$ cat config.mk
export PLATFORM = sky130hd
export DESIGN_NAME = alu_operand_sequencer_flat
export DESIGN_NICKNAME = d
export VERILOG_FILES = /design/src/rtl/alu_seq_if.sv /design/src/rtl/alu_operand_sequencer.sv /design/src/flat_wrapper.sv
export SDC_FILE = /design/constraint.sdc
export NUM_CORES = 1
export LEC_CHECK = 0
export BUFFER_PORTS_ARGS = -buffer_cell sky130_fd_sc_hd__buf_2
export CAP_MARGIN = 20
export CORE_ASPECT_RATIO = 1.2
export CORE_MARGIN = 3
export CORE_UTILIZATION = 44
export CTS_CLUSTER_DIAMETER = 50
export DETAILED_ROUTE_END_ITERATION = 6
export PLACE_DENSITY = 0.74
export SYNTH_ARGS = -nofsm -noshare
export SYNTH_HDL_FRONTEND = slang
export SYNTH_SLANG_ARGS = --single-unit
$ cat constraint.sdc
create_clock -name clk -period 1.55 [get_ports clk]
set_input_delay 0.2325 -clock clk [delete_from_list [all_inputs] [get_ports clk]]
set_output_delay 0.2325 -clock clk [all_outputs]
set_load 0.01 [all_outputs]
$ cat src/rtl/alu_seq_if.sv
// Operand sequencer bus: shared load bus in, registered bundle out.
// Master drives the load side, slave presents the bundle.
interface alu_seq_if #(
  parameter int ANCHO = 4,
  parameter int OPW   = 4
);
  logic [ANCHO-1:0] data_in;
  logic [OPW-1:0]   op_in;
  logic             flag_in;
  logic             load;
  logic             clear;
  logic             ready_in;
  logic [ANCHO-1:0] a_out;
  logic [ANCHO-1:0] b_out;
  logic [OPW-1:0]   op_out;
  logic             flag_out;
  logic             valid_out;
  logic             range_err;
  logic [1:0]       state_out;

  modport master (
    output data_in, op_in, flag_in,
    output load, clear, ready_in,
    input  a_out, b_out, op_out,
    input  flag_out, valid_out,
    input  range_err, state_out
  );

  modport slave (
    input  data_in, op_in, flag_in,
    input  load, clear, ready_in,
    output a_out, b_out, op_out,
    output flag_out, valid_out,
    output range_err, state_out
  );
endinterface

$ cat src/rtl/alu_operand_sequencer.sv
// Loads A, B, op/flag one per load edge from a shared bus,
// then holds the bundle until the ALU takes it.
module alu_operand_sequencer #(
  parameter int ANCHO = 4,
  parameter int OPW   = 4
) (
  input logic   clk,
  input logic   rst_n,
  alu_seq_if.slave io
);

  typedef enum logic [1:0] {
    S_A     = 2'b00,
    S_B     = 2'b01,
    S_OP    = 2'b10,
    S_ISSUE = 2'b11
  } state_t;

  localparam int unsigned W1 = ANCHO + 1;
  localparam logic [ANCHO:0] LIM = W1'(ANCHO);

  state_t           state_q, state_d;
  logic             load_q;
  logic [ANCHO-1:0] a_q, a_d;
  logic [ANCHO-1:0] b_q, b_d;
  logic [OPW-1:0]   op_q, op_d;
  logic             flag_q, flag_d;
  logic             valid_q, valid_d;
  logic             rerr_q, rerr_d;
  logic             load_edge;
  logic [ANCHO:0]   b_ext;

  assign load_edge = io.load & ~load_q;
  assign b_ext     = {1'b0, io.data_in};

  // Next state and bundle capture; clear beats load and handshake
  always_comb begin
    state_d = state_q;
    a_d     = a_q;
    b_d     = b_q;
    op_d    = op_q;
    flag_d  = flag_q;
    valid_d = valid_q;
    rerr_d  = rerr_q;
    if (io.clear) begin
      state_d = S_A;
      a_d     = '0;
      b_d     = '0;
      op_d    = '0;
      flag_d  = 1'b0;
      valid_d = 1'b0;
      rerr_d  = 1'b0;
    end else begin
      unique case (state_q)
        S_A: if (load_edge) begin
          a_d     = io.data_in;
          state_d = S_B;
        end
        S_B: if (load_edge) begin
          b_d     = io.data_in;
          rerr_d  = (b_ext == '0) || (b_ext > LIM);
          state_d = S_OP;
        end
        S_OP: if (load_edge) begin
          op_d    = io.op_in;
          flag_d  = io.flag_in;
          valid_d = 1'b1;
          state_d = S_ISSUE;
        end
        S_ISSUE: if (valid_q && io.ready_in) begin
          valid_d = 1'b0;
          state_d = S_A;
        end
        default: state_d = S_A;
      endcase
    end
  end

  // State, edge-detect history and output registers
  always_ff @(posedge clk or negedge rst_n) begin
    if (!rst_n) begin
      state_q <= S_A;
      load_q  <= 1'b1;
      a_q     <= '0;
      b_q     <= '0;
      op_q    <= '0;
      flag_q  <= 1'b0;
      valid_q <= 1'b0;
      rerr_q  <= 1'b0;
    end else begin
      state_q <= state_d;
      load_q  <= io.load;
      a_q     <= a_d;
      b_q     <= b_d;
      op_q    <= op_d;
      flag_q  <= flag_d;
      valid_q <= valid_d;
      rerr_q  <= rerr_d;
    end
  end

  assign io.a_out     = a_q;
  assign io.b_out     = b_q;
  assign io.op_out    = op_q;
  assign io.flag_out  = flag_q;
  assign io.valid_out = valid_q;
  assign io.range_err = rerr_q;
  assign io.state_out = state_q;

endmodule
$ cat src/flat_wrapper.sv
// flat-port wrapper written by rule: the top's interface ports become plain ports
module alu_operand_sequencer_flat 
#(
  parameter int ANCHO = 4,
  parameter int OPW   = 4
)
  (clk, rst_n, io_data_in, io_op_in, io_flag_in, io_load, io_clear, io_ready_in, io_a_out, io_b_out, io_op_out, io_flag_out, io_valid_out, io_range_err, io_state_out);
  alu_seq_if #(.ANCHO(ANCHO), .OPW(OPW)) io_i ();
  input logic clk;
  input logic rst_n;
  input wire logic [$bits(io_i.data_in)-1:0] io_data_in;
  input wire logic [$bits(io_i.op_in)-1:0] io_op_in;
  input wire logic [$bits(io_i.flag_in)-1:0] io_flag_in;
  input wire logic [$bits(io_i.load)-1:0] io_load;
  input wire logic [$bits(io_i.clear)-1:0] io_clear;
  input wire logic [$bits(io_i.ready_in)-1:0] io_ready_in;
  output wire logic [$bits(io_i.a_out)-1:0] io_a_out;
  output wire logic [$bits(io_i.b_out)-1:0] io_b_out;
  output wire logic [$bits(io_i.op_out)-1:0] io_op_out;
  output wire logic [$bits(io_i.flag_out)-1:0] io_flag_out;
  output wire logic [$bits(io_i.valid_out)-1:0] io_valid_out;
  output wire logic [$bits(io_i.range_err)-1:0] io_range_err;
  output wire logic [$bits(io_i.state_out)-1:0] io_state_out;
  assign io_i.data_in = io_data_in;
  assign io_i.op_in = io_op_in;
  assign io_i.flag_in = io_flag_in;
  assign io_i.load = io_load;
  assign io_i.clear = io_clear;
  assign io_i.ready_in = io_ready_in;
  assign io_a_out = io_i.a_out;
  assign io_b_out = io_i.b_out;
  assign io_op_out = io_i.op_out;
  assign io_flag_out = io_i.flag_out;
  assign io_valid_out = io_i.valid_out;
  assign io_range_err = io_i.range_err;
  assign io_state_out = io_i.state_out;
  alu_operand_sequencer #(.ANCHO(ANCHO), .OPW(OPW)) u_core (.clk(clk), .rst_n(rst_n), .io(io_i));
endmodule
# Yosys cells after proc, flatten, opt, wreduce, memory -nomap -nowiden
# Cells that the tools add are included.
# Widths: inputs -> output; s select.
# totals
register_bits	18
out_inout_bits	17
word_cells	56
# classes
magnitude_cmp	1
n_eq_ne	7
n_mux	24
bitwise_logic	2
reduce_logical	14
# ops
operator	n
$mux 4	8
$ne 3x2->1 const B	4
$mux 2	5
$mux 1	9
$pmux 2 s4	1
$reduce_bool 2->1	4
$reduce_and 2->1	3
$logic_not 5->1	1
$eq 2x2->1 const B	2
$gt 4x3->1 const B	1
$reduce_and 4->1	1
$reduce_and 3->1	1
$reduce_bool 3->1	1
$eq 2x1->1 const B	1
$logic_not 2->1	1
$pmux 1 s2	1
$and 1x1->1	1
$logic_and 1x1->1	1
$logic_or 1x1->1	1
$not 1->1	1

# Logic depth before layout (Yosys ltp)
# Gate-level depths: netlist of run 1.
# depth
ltp_word	5
depth_mapped	5
ltp_nobuf	5

# Worst setup path after synthesis of run 1
# Ideal clock, no wire load.
# synth_path
path_kind	reg2reg
from	register u_core.state_q[0] (netlist: u_core.io.state_out[0])
to	register u_core.state_q[0] (netlist: u_core.io.state_out[0])
setup_ps	140
t_arrival_ps	1572
required_time_ps	1410
slack_ps	-162
stages_incl_launch_ff	6
period_less_slack_ps	1712
path_cell_list	dfrtp_1 -> inv_1 -> ha_1 -> or3_1 -> a221oi_1 -> a2111oi_2
# synth_via
elab_chain_len	3
# synth_lines
element	line	text
start, declared	alu_operand_sequencer.sv:22	state_t state_q, state_d;
start signal, assigned	alu_operand_sequencer.sv:91	state_q <= state_d;
$eq 2x1->1, or another cell as far along	alu_operand_sequencer.sv:54	unique case (state_q)
$ne 3x2->1 (no source line) / $pmux 2 s4 (equally long branches)	--	
$reduce_and 4->1 (no source line) / $mux 2 (equally long branches)	--	
# Parallel ways exist; a longest one is shown, timed or not.
# A chain may end at the register's enable or synchronous reset.

# Final worst setup path of run 1
# layout_path
from	register u_core.state_q[0] (netlist: u_core.io.state_out[0])
to	register u_core.state_q[1] (netlist: u_core.io.state_out[1])
# The elaborated chain is that of the path after synthesis.

==> qor_table.md, run 1 <==
| Parameter | Reported |
| --- | --- |
| Result of the run | completed |
| Clock latency on the worst-skew pair | 0.29 ns |
| Start point of the critical path | u_core.io.state_out[0] |
| Fraction of power consumed by the clock network | 17.6% |
| Post-route antenna net violation count | 0 |
| Inst Count DP | 137 |
| Antenna diode instance count | 0 |
| Total routing usage reported by global routing | 18.1% |
| Path type of the worst setup path | flop to flop |
| Drt drc | 0 |
| HPWL reported at the end of detailed placement | 1580 um |
| Clock-pin slew on the worst setup and hold paths | 0.11 ns |
| Multi-input gate area in the final layout | 522 um^2 |
| Main combinational cell family by area after synthesis | simple AND/OR/NAND/NOR gates |
| Count of unique library cells instantiated by Yosys | 28 |
| Crit Path Max Fanout | 5 |
| Max-cap violations | 0 |
| Clock H-tree levels | 1 |
| Count of input and output buffers | 30 |
| Sum of routed wire length over all layers | 2110 um |
| Clock sink count | 18 |
| Flip-flop and latch count after synthesis | 18 |
| Unrepaired setup endpoints after global routing | yes |
| Effective utilization at floorplan | 48.6% |
| Slack of the worst reg-to-reg path | 0.01 ns |
| Final clock period utilization by the worst path | 99.1% |
| Sequential area share after synthesis | 48.6% |
| Highest achievable clock rate | 0.651 GHz |
| Min setup slack post-route | 0.0140 ns |
| Compound-Gate Fraction of Synth Area | 11.2% |
| Internal | 1.08 mW |
| Most used flip-flop cell after synthesis | sky130_fd_sc_hd__dfrtp_1 |
| Worst flop-to-flop path startpoint | u_core.io.state_out[0] |
| Final Non-Filler Cells | 143 |
| Proportion of register bits with asynchronous set or reset after synthesis | 100% |
| Vias in the first global route | 784 |
| Combined flip-flop and latch cell area | 454 um^2 |
| Share of cell area taken by muxes after synthesis | 10.4% |
| CP Data Arrival Time | 1.78 ns |
| Total iterations of the first detailed-routing run | 4 |
| Final standard cell utilization of the core | 65.5% |
| EDFF count, synth | 0 |
| Hold violation count in the final report | 0 |
| Gate count after technology mapping | 86 |
| Commonest cells after routing, fill and taps aside | sky130_fd_sc_hd__buf_2 (30), sky130_fd_sc_hd__dfrtp_1 (15), sky130_fd_sc_hd__nand2_1 (7) |
| Final layout net count | 144 |
| Hold WC Path Type | input port to flop |
| Relative slew slack | 72.5% |
| Clock tree from TritonCTS | yes |
| Switching share of power | 36.5% |
| Post-Synth Simple-Gate Area | 19.7% |
| Setup Skew | 0.00122 ns |
| Via-per-instance ratio | 5.41 |
| First-pass GRT wire length | 3550 um |
| Die outline area | 2700 um^2 |
| Standard cell area after detailed placement | 1140 um^2 |
| Post-route cell area | 1250 um^2 |
| Endpoint type of the worst setup path | flop |
| Die boundary height | 56.4 um |
| Number of pins with negative max-slew slack in the final report | 0 |
| Power per standard cell area | 1350 nW/um^2 |
| Filler cell count in the final layout | 160 |
| Core Area | 1910 um^2 |
| Combinational group share of total power | 45.8% |
| Die Span X | 48.0 um |
| Post-synthesis share of cell area spent on xor and xnor gates | 0.942% |
| Io pins | 31 |
| Post-Place Worst Slack | -0.0550 ns |
| Synth warn | 0 |
| Total clock buffers created by CTS | 3 |
| Routability-driven placement congestion ratio | 0.852 |
| Hold Path Sink | u_core.load_q |
| Count of vias placed by the detailed router | 773 |
| Leakage | 0.618 nW |
| Largest net degree at the start of global routing | 19 |
| RR Endpoint | u_core.io.state_out[1] |
| CTS Root Cell | sky130_fd_sc_hd__clkbuf_4 |
| Adder-cell area share of the yosys netlist | 6.73% |
| Highest ir drop seen on vdd | 0.814 mV |
| Cell taking the most area after synthesis | sky130_fd_sc_hd__dfrtp_1 |
| Cell depth of the worst flop-to-flop path | 5 |
| Portion of total power attributed to sequential cells | 36.6% |
| Area growth from synthesis to layout | 34.9% |
| Synth top area cells | sky130_fd_sc_hd__dfrtp_1 (46%), sky130_fd_sc_hd__ha_1 (6.7%), sky130_fd_sc_hd__mux2_2 (6.1%), sky130_fd_sc_hd__nor2b_1 (4.7%), sky130_fd_sc_hd__mux2i_1 (4.3%) |
| Hold Crit Start | io_load |
| Area of the mapped netlist | 930 um^2 |
| Average instance area after synthesis | 10.8 um^2 |
| Worst hold path depth | 1 |
| Leftover overflow at the end of global routing | 0 |
| Total setup violations reported at the end of the flow | 0 |
| Startpoint type of the worst setup path | flop |
| Layout cell share with drive strength beyond 1 | 50.0% |
| Final hold slack | 0.0683 ns |
| Critical Path RT | 1.79 ns |
| Actual transition at the worst max-transition pin | 0.412 ns |
| Portion of synthesized cell area occupied by the leading cell type | 45.8% |
| Final routed wire length divided by cell count | 14.8 um |
| Number of rows in the core area | 17 |
| Initial drt markers | 7 |
| Maximum number of buffers from clock root to sink | 2 |
| Most frequent standard cell in the layout excluding fill and tap cells | sky130_fd_sc_hd__buf_2 |
| Syn nets | 105 |
| Initial antenna violation count | 0 |
| Switching Power | 0.619 mW |
| Final worst path period need | 1.54 ns |
==> cell type report <==
type	count	area share, %
well taps	19	1.90
inverters	2	0.998
clock buffers	4	2.89
flip-flops and latches	18	36.2
multi-input cells	63	41.6
repair buffers	37	16.4
==> cells by family (layout without fill, tap and decap cells) <==
| family | count (synthesis) | count (layout) |
|---|---|---|
| muxes | 9 | 9 |
| xor gates and xnor gates | 1 | 1 |
| buffers and inverters | 5 | 43 |
| and+or+nand+nor | 35 | 35 |
| adders and majority gates | 5 | 5 |
| DFF | 18 | 18 |
| AOI/OAI and AO/OA | 13 | 13 |
==> critical path: stages (launching register included) <==
cell and delay (ns):
sky130_fd_sc_hd__dfrtp_2 0.46, sky130_fd_sc_hd__inv_4 0.07, sky130_fd_sc_hd__ha_4 0.18, sky130_fd_sc_hd__or3_4 0.39, sky130_fd_sc_hd__a221oi_2 0.24, sky130_fd_sc_hd__a211o_2 0.14
==> routing by layer <==
metal	global-route usage (%)	part of all wire (%)
met2	25.5	50
met3	4.81	4.9
met5	0	0
met4	8.85	0.57
met1	24.7	44
==> registers in the layout, indices dropped and copies added, names as in the netlist <==
signal               flops
u_core.io.a_out          4
u_core.io.b_out          4
u_core.io.op_out         4
u_core.io.state_out      2
u_core.io.flag_out       1
u_core.io.range_err      1
u_core.io.valid_out      1
u_core.load_q            1
==> synth_stat cells (all sizes together) (3+ instances only) <==
cell	count
nor2b	7
nor2	6
dfrtp	17
mux2i	4
ha	5
a21oi	7
mux2	5
nand3	4
nand2	7
nand3b	3
==> how the worst max path moves through the flow <==
stage,end,slack [ns],cells past startpoint
finish,u_core.io.state_out[1],0.01,5
global route,u_core.io.state_out[0],-0.05,5
CTS,u_core.io.state_out[0],0.003,5
detailed placement,u_core.io.state_out[1],-0.05,5
global placement,u_core.io.state_out[1],0.02,5
floorplan,u_core.io.state_out[0],0.02,5
==> timing repair <==
action                                  CTS  global route
gates resized for setup                   5             8
pin swaps                                 1             4
endpoints found under the setup margin    2            11
hold buffers                              1             0
buffers inserted                          0             1
endpoints found under the hold margin    17             0
==> power by group through the flow <==
stage | clock, mW | sequential (mW) | combinational [mW]
floorplan | 0 | 0.634 | 0.366
global placement | 0 | 0.601 | 0.608
detailed placement | 0 | 0.606 | 0.638
CTS | 0.305 | 0.603 | 0.691
global route | 0.329 | 0.633 | 0.851
finish | 0.298 | 0.620 | 0.777
==> stage by stage <==
stage          setup TNS [ns]  total power [mW]
2_1_floorplan               0             0.999
3_3_place_gp                0              1.21
3_5_place_dp          -0.0644              1.24
4_1_cts                     0              1.60
5_1_grt                -0.234              1.81
6_report                    0              1.70
Power figures use the tool's default switching activity.
==> run 2: changes to the inputs <==
==> constraint.sdc (replaced) <==
create_clock -name clk -period 1.35 [get_ports clk]
set_input_delay 0.0675 -clock clk [delete_from_list [all_inputs] [get_ports clk]]
set_output_delay 0.0675 -clock clk [all_outputs]
set_load 0.01 [all_outputs]
==> qor_table.md, run 2 (synthesized netlist as in run 1, its figures left out) <==
| Parameter | Reported |
| --- | --- |
| Result of the run | complete, but fails checks |
| Failing checks | setup timing |
| Clock latency on the worst-skew pair | 0.28 ns |
| Layout cell share with drive strength beyond 1 | 53.8% |
| Commonest cells after routing, fill and taps aside | sky130_fd_sc_hd__buf_2 (30), sky130_fd_sc_hd__dfrtp_1 (15), sky130_fd_sc_hd__buf_4 (11) |
| Max-cap violations | 0 |
| Setup Skew | 0.00117 ns |
| Leakage | 0.675 nW |
| Worst hold path depth | 3 |
| Leftover overflow at the end of global routing | 0 |
| Hold Crit Start | io_data_in[2] |
| Number of pins with negative max-slew slack in the final report | 0 |
| Critical Path RT | 1.53 ns |
| Crit Path Max Fanout | 5 |
| Actual transition at the worst max-transition pin | 0.397 ns |
| Routability-driven placement congestion ratio | 0.730 |
| Most frequent standard cell in the layout excluding fill and tap cells | sky130_fd_sc_hd__buf_2 |
| Vias in the first global route | 800 |
| CTS Root Cell | sky130_fd_sc_hd__clkbuf_4 |
| First-pass GRT wire length | 3540 um |
| Filler cell count in the final layout | 153 |
| Slack of the worst reg-to-reg path | -0.18 ns |
| Unrepaired setup endpoints after global routing | yes |
| Inst Count DP | 141 |
| Relative slew slack | 73.5% |
| Antenna diode instance count | 0 |
| Cell depth of the worst flop-to-flop path | 5 |
| Highest ir drop seen on vdd | 1.27 mV |
| Die boundary height | 56.4 um |
| Startpoint type of the worst setup path | flop |
| Die outline area | 2700 um^2 |
| Sum of routed wire length over all layers | 2190 um |
| Final clock period utilization by the worst path | 113% |
| Largest net degree at the start of global routing | 19 |
| Final Non-Filler Cells | 151 |
| Initial antenna violation count | 0 |
| CP Data Arrival Time | 1.70 ns |
| Io pins | 31 |
| Highest achievable clock rate | 0.655 GHz |
| Final standard cell utilization of the core | 70.3% |
| Min setup slack post-route | -0.176 ns |
| Final worst path period need | 1.53 ns |
| Area growth from synthesis to layout | 44.8% |
| Count of vias placed by the detailed router | 803 |
| Maximum number of buffers from clock root to sink | 2 |
| Via-per-instance ratio | 5.32 |
| Drt drc | 0 |
| Total clock buffers created by CTS | 3 |
| Hold violation count in the final report | 0 |
| Total routing usage reported by global routing | 17.9% |
| Count of input and output buffers | 30 |
| Worst flop-to-flop path startpoint | u_core.io.state_out[0] |
| Initial drt markers | 5 |
| Final layout net count | 152 |
| Final routed wire length divided by cell count | 14.5 um |
| RR Endpoint | u_core.io.flag_out |
| Core Area | 1910 um^2 |
| Total iterations of the first detailed-routing run | 4 |
| Post-Place Worst Slack | -0.189 ns |
| Power per standard cell area | 1520 nW/um^2 |
| Post-route antenna net violation count | 0 |
| Clock tree from TritonCTS | yes |
| Hold Path Sink | u_core.io.a_out[2] |
| Path type of the worst setup path | flop to flop |
| Endpoint type of the worst setup path | flop |
| Hold WC Path Type | input port to flop |
| Total setup violations reported at the end of the flow | 16 |
| Die Span X | 48.0 um |
| Number of rows in the core area | 17 |
| Clock H-tree levels | 1 |
| HPWL reported at the end of detailed placement | 1600 um |
| Clock-pin slew on the worst setup and hold paths | 0.10 ns |
| Effective utilization at floorplan | 48.6% |
| Clock sink count | 18 |
[run 2: cell types whose count changed in the layout (fill, tap and decap cells not counted), sizes merged]
cell / change
buf: +7
dlygate4sd3: +1
[run 2: repair_timing]
action	4_1_cts	5_1_grt
pin swaps	6	7
cloned	0	0
hold buffers	2	0
endpoints found under the setup margin	14	16
hold endpoints to repair	19	0
buffers inserted	1	3
resized for setup	3	10
[run 2: per-layer routing]
layer	share of wire, %	global-route usage [%]
met5	0	0
met3	3.9	2.88
met4	1.8	6.92
met1	41	23.3
met2	53	28.5
[run 2: area by class of cell]
class	count	area, um^2	area share, %
timing repair buffer	45	275	20.4
multi-input combinational	63	544	40.4
tap	19	23.8	1.77
clock buffer	4	36.3	2.70
inverter	2	12.5	0.929
sequential	18	454	33.7
[run 2: worst max-delay path: stages (launching register included)]
cell,delay (ns)
sky130_fd_sc_hd__dfrtp_2,0.47
sky130_fd_sc_hd__inv_4,0.07
sky130_fd_sc_hd__ha_4,0.17
sky130_fd_sc_hd__buf_6,0.12
sky130_fd_sc_hd__a21oi_4,0.26
sky130_fd_sc_hd__mux2_4,0.33
[run 2: per-stage QoR]
stage / setup TNS (ns) / total power, mW / hold WS (ns) / instance area [um^2]
3_3_place_gp: -1.07 / 1.51 / 0.0137 / 1200
3_5_place_dp: -1.58 / 1.55 / 0.0133 / 1200
2_1_floorplan: -0.248 / 1.24 / -0.228 / 980
5_1_grt: -3.07 / 2.20 / 0.0369 / 1350
4_1_cts: -1.54 / 1.94 / 0.0315 / 1290
6_report: -2.10 / 2.05 / 0.0442 / 1350
[run 2: how the worst max path moves through the flow]
stage	from	to	slack (ns)	cells past startpoint
3_3_place_gp	u_core.io.state_out[0]	u_core.io.op_out[0]	-0.15	5
6_report	u_core.io.state_out[0]	u_core.io.flag_out	-0.18	5
5_1_grt	u_core.io.state_out[0]	u_core.io.state_out[0]	-0.23	4
2_1_floorplan	u_core.io.state_out[1]	u_core.io.state_out[0]	-0.15	5
3_5_place_dp	u_core.io.state_out[0]	u_core.io.op_out[3]	-0.19	5
4_1_cts	u_core.io.state_out[0]	u_core.io.state_out[1]	-0.18	5
[run 2: power by group]
part	total, mW	leakage, nW	internal, mW	switching, mW
combinational	1.01	0.418	0.541	0.468
clock	0.328	0.0210	0.164	0.164
sequential	0.715	0.236	0.621	0.0937
==> run 3: changes to the inputs <==
- ABC_AREA: unset -> 1
- PLACE_DENSITY: 0.74 -> 0.73
==> qor_table.md, run 3 <==
| Parameter | Reported |
| --- | --- |
| Crit Path Max Fanout | 4 |
| Commonest cells after routing, fill and taps aside | sky130_fd_sc_hd__buf_2 (30), sky130_fd_sc_hd__nand2_1 (26), sky130_fd_sc_hd__dfrtp_1 (17) |
| Largest net degree at the start of global routing | 19 |
| Count of unique library cells instantiated by Yosys | 20 |
| Power per standard cell area | 1330 nW/um^2 |
| HPWL reported at the end of detailed placement | 1540 um |
| Final layout net count | 174 |
| Wire length on met2 | 1090 um |
| Most used flip-flop cell after synthesis | sky130_fd_sc_hd__dfrtp_1 |
| Fraction of power consumed by the clock network | 16.9% |
| Clock sink count | 18 |
| Gate count after technology mapping | 114 |
| Switching Power | 0.628 mW |
| Final routed wire length divided by cell count | 11.1 um |
| Leakage | 0.689 nW |
| Flip-flop and latch count after synthesis | 18 |
| Portion of synthesized cell area occupied by the leading cell type | 43.1% |
| Die boundary height | 57.9 um |
| Via-per-instance ratio | 4.57 |
| Io pins | 31 |
| Highest achievable clock rate | 0.788 GHz |
| Result of the run | completed |
| Area growth from synthesis to layout | 26.4% |
| Post-Place Worst Slack | 0.0115 ns |
| Compound-Gate Fraction of Synth Area | 8.76% |
| Clock tree from TritonCTS | yes |
| Synth top area cells | sky130_fd_sc_hd__dfrtp_1 (43%), sky130_fd_sc_hd__nand2_1 (11%), sky130_fd_sc_hd__inv_1 (7.2%), sky130_fd_sc_hd__ha_1 (6.3%), sky130_fd_sc_hd__o21ai_0 (4.6%) |
| Critical Path RT | 1.54 ns |
| Maximum number of buffers from clock root to sink | 2 |
| Syn nets | 133 |
| Final clock period utilization by the worst path | 94.0% |
| Highest ir drop seen on vdd | 1.04 mV |
| Post-synthesis share of cell area spent on xor and xnor gates | 0.888% |
| Min setup slack post-route | 0.0810 ns |
| Portion of total power attributed to sequential cells | 41.0% |
| Die Span X | 49.2 um |
| Most common cell in the netlist | sky130_fd_sc_hd__nand2_1 |
| CTS Root Cell | sky130_fd_sc_hd__clkbuf_4 |
| Overall Power | 1.66 mW |
| Initial drt markers | 23 |
| Synth warn | 0 |
| Sum of routed wire length over all layers | 2040 um |
| Internal | 1.03 mW |
| Number of pins with negative max-slew slack in the final report | 0 |
| Sequential area share after synthesis | 45.8% |
| Hold violation count in the final report | 0 |
| Die outline area | 2850 um^2 |
| Area of the mapped netlist | 986 um^2 |
| Main combinational cell family by area after synthesis | simple AND/OR/NAND/NOR gates |
| Switching share of power | 37.9% |
| Initial antenna violation count | 0 |
| Total clock buffers created by CTS | 3 |
| Total routing usage reported by global routing | 15.2% |
| Average instance area after synthesis | 8.65 um^2 |
| Share of cell area taken by muxes after synthesis | 0% |
| Actual transition at the worst max-transition pin | 0.403 ns |
| Antenna diode instance count | 0 |
| Final worst path period need | 1.27 ns |
| Clock latency on the worst-skew pair | 0.29 ns |
| Highest metal layer with signal wires | met4 |
| Core Area | 2090 um^2 |
| Wire length on met1 | 841 um |
| Count of vias placed by the detailed router | 840 |
| Length of routed met3 wiring | 88 um |
| Leftover overflow at the end of global routing | 0 |
| Clock-pin slew on the worst setup and hold paths | 0.10 ns |
| Startpoint type of the worst setup path | flop |
| Proportion of register bits with asynchronous set or reset after synthesis | 100% |
| Path type of the worst setup path | flop to flop |
| Relative slew slack | 73.2% |
| Most frequent standard cell in the layout excluding fill and tap cells | sky130_fd_sc_hd__buf_2 |
| Vias in the first global route | 838 |
| Combinational group share of total power | 42.1% |
| Setup Skew | 0.00354 ns |
| Post-route antenna net violation count | 0 |
| First-pass GRT wire length | 3360 um |
| Clock H-tree levels | 1 |
| Layout cell share with drive strength beyond 1 | 35.1% |
| Ranking of synthesized cells by instance count | sky130_fd_sc_hd__nand2_1 (28), sky130_fd_sc_hd__inv_1 (19), sky130_fd_sc_hd__dfrtp_1 (17) |
| Routability-driven placement congestion ratio | 0.830 |
| Endpoint type of the worst setup path | flop |
| Count of input and output buffers | 30 |
| Cell taking the most area after synthesis | sky130_fd_sc_hd__dfrtp_1 |
| CP Data Arrival Time | 1.46 ns |
| EDFF count, synth | 0 |
| Adder-cell area share of the yosys netlist | 6.35% |
| Hold WC Path Type | input port to flop |
| Drt drc | 0 |
| Number of rows in the core area | 18 |
| Total iterations of the first detailed-routing run | 4 |
| Max-cap violations | 0 |
| Total setup violations reported at the end of the flow | 0 |
| Effective utilization at floorplan | 47.1% |
| Post-Synth Simple-Gate Area | 25.9% |
## run 3: cell count changes after synthesis, sizes merged, moves of 4 or more
cell	previous run	this run
a21oi	7	0
o21ai	0	12
mux2i	4	0
mux2	5	0
inv	2	22
nor2b	7	0
nand2	7	29
nor2	6	12
nand3	4	10
## run 3: what timing repair did
item	4_1_cts	5_1_grt
endpoints found under the hold margin	20	0
endpoints found under the setup margin	1	9
resized for setup	1	5
pin swaps	0	2
setup buffers	0	2
hold buffers	4	0
## run 3: cell type report
class	instances	area (um^2)
clock buffer	4	26.3
fill	212	848
inverter	22	90.1
multi-input combinational	72	420
sequential	18	452
tap	30	37.5
timing repair buffer	38	220
## run 3: power by group through the flow
stage	Combinational, mW	Sequential [mW]	Clock, mW
after CTS	0.653	0.682	0.293
after global routing	0.782	0.695	0.315
after detailed placement	0.632	0.692	0
after floorplan	0.384	0.730	0
after global placement	0.620	0.685	0
final	0.698	0.680	0.279
## run 3: critical path, cell delays in order (launching register included)
cell                      delay [ns]
sky130_fd_sc_hd__dfrtp_1        0.41
sky130_fd_sc_hd__inv_1          0.09
sky130_fd_sc_hd__ha_1           0.19
sky130_fd_sc_hd__inv_1          0.11
sky130_fd_sc_hd__nand2_1        0.11
sky130_fd_sc_hd__nand3_4        0.08
sky130_fd_sc_hd__nand3_2        0.08
sky130_fd_sc_hd__nand2_1        0.06
sky130_fd_sc_hd__nand2_1        0.04
## run 3: layer usage
layer  track usage, %  vias up
met2             28.0       21
met3             2.31        4
met5                0        -
li1                 -      439
met1             16.9      376
met4             7.32        0
## run 3: kinds of logic after synthesis
logic type / after synthesis
fa+ha+maj: 5
compound gates: 12
xor+xnor: 1
flops: 18
simple gates: 54
buf+inv: 24
## run 3: worst paths after layout
path | start | to | slack, ns | cells after the start
max | u_core.io.state_out[1] | u_core.io.state_out[1] | 0.08 | 8
min | io_op_in[0] | u_core.io.op_out[0] | 0.005 | 3
max reg2reg | u_core.io.state_out[1] | u_core.io.state_out[1] | 0.08 | 8
min reg2reg | u_core.io.op_out[0] | u_core.io.op_out[0] | 0.49 | 2
max in group asynchronous | rst_n | u_core.load_q | 0.80 | 2
min in group asynchronous | rst_n | u_core.io.a_out[2] | 0.22 | 2
## run 3: metrics by stage
step | hold slack [ns] | util, % | setup TNS (ns) | instance area, um^2 | cells
3_3_place_gp | 0.0140 | 55.3 | 0 | 1160 | 174
4_1_cts | 0.00240 | 58.5 | 0 | 1230 | 182
5_1_grt | 0.00355 | 59.5 | -0.0509 | 1250 | 184
2_1_floorplan | -0.228 | - | 0 | 986 | 114
3_5_place_dp | 0.0256 | 55.3 | 0 | 1160 | 174
6_report | 0.00508 | 59.5 | 0 | 1250 | 184
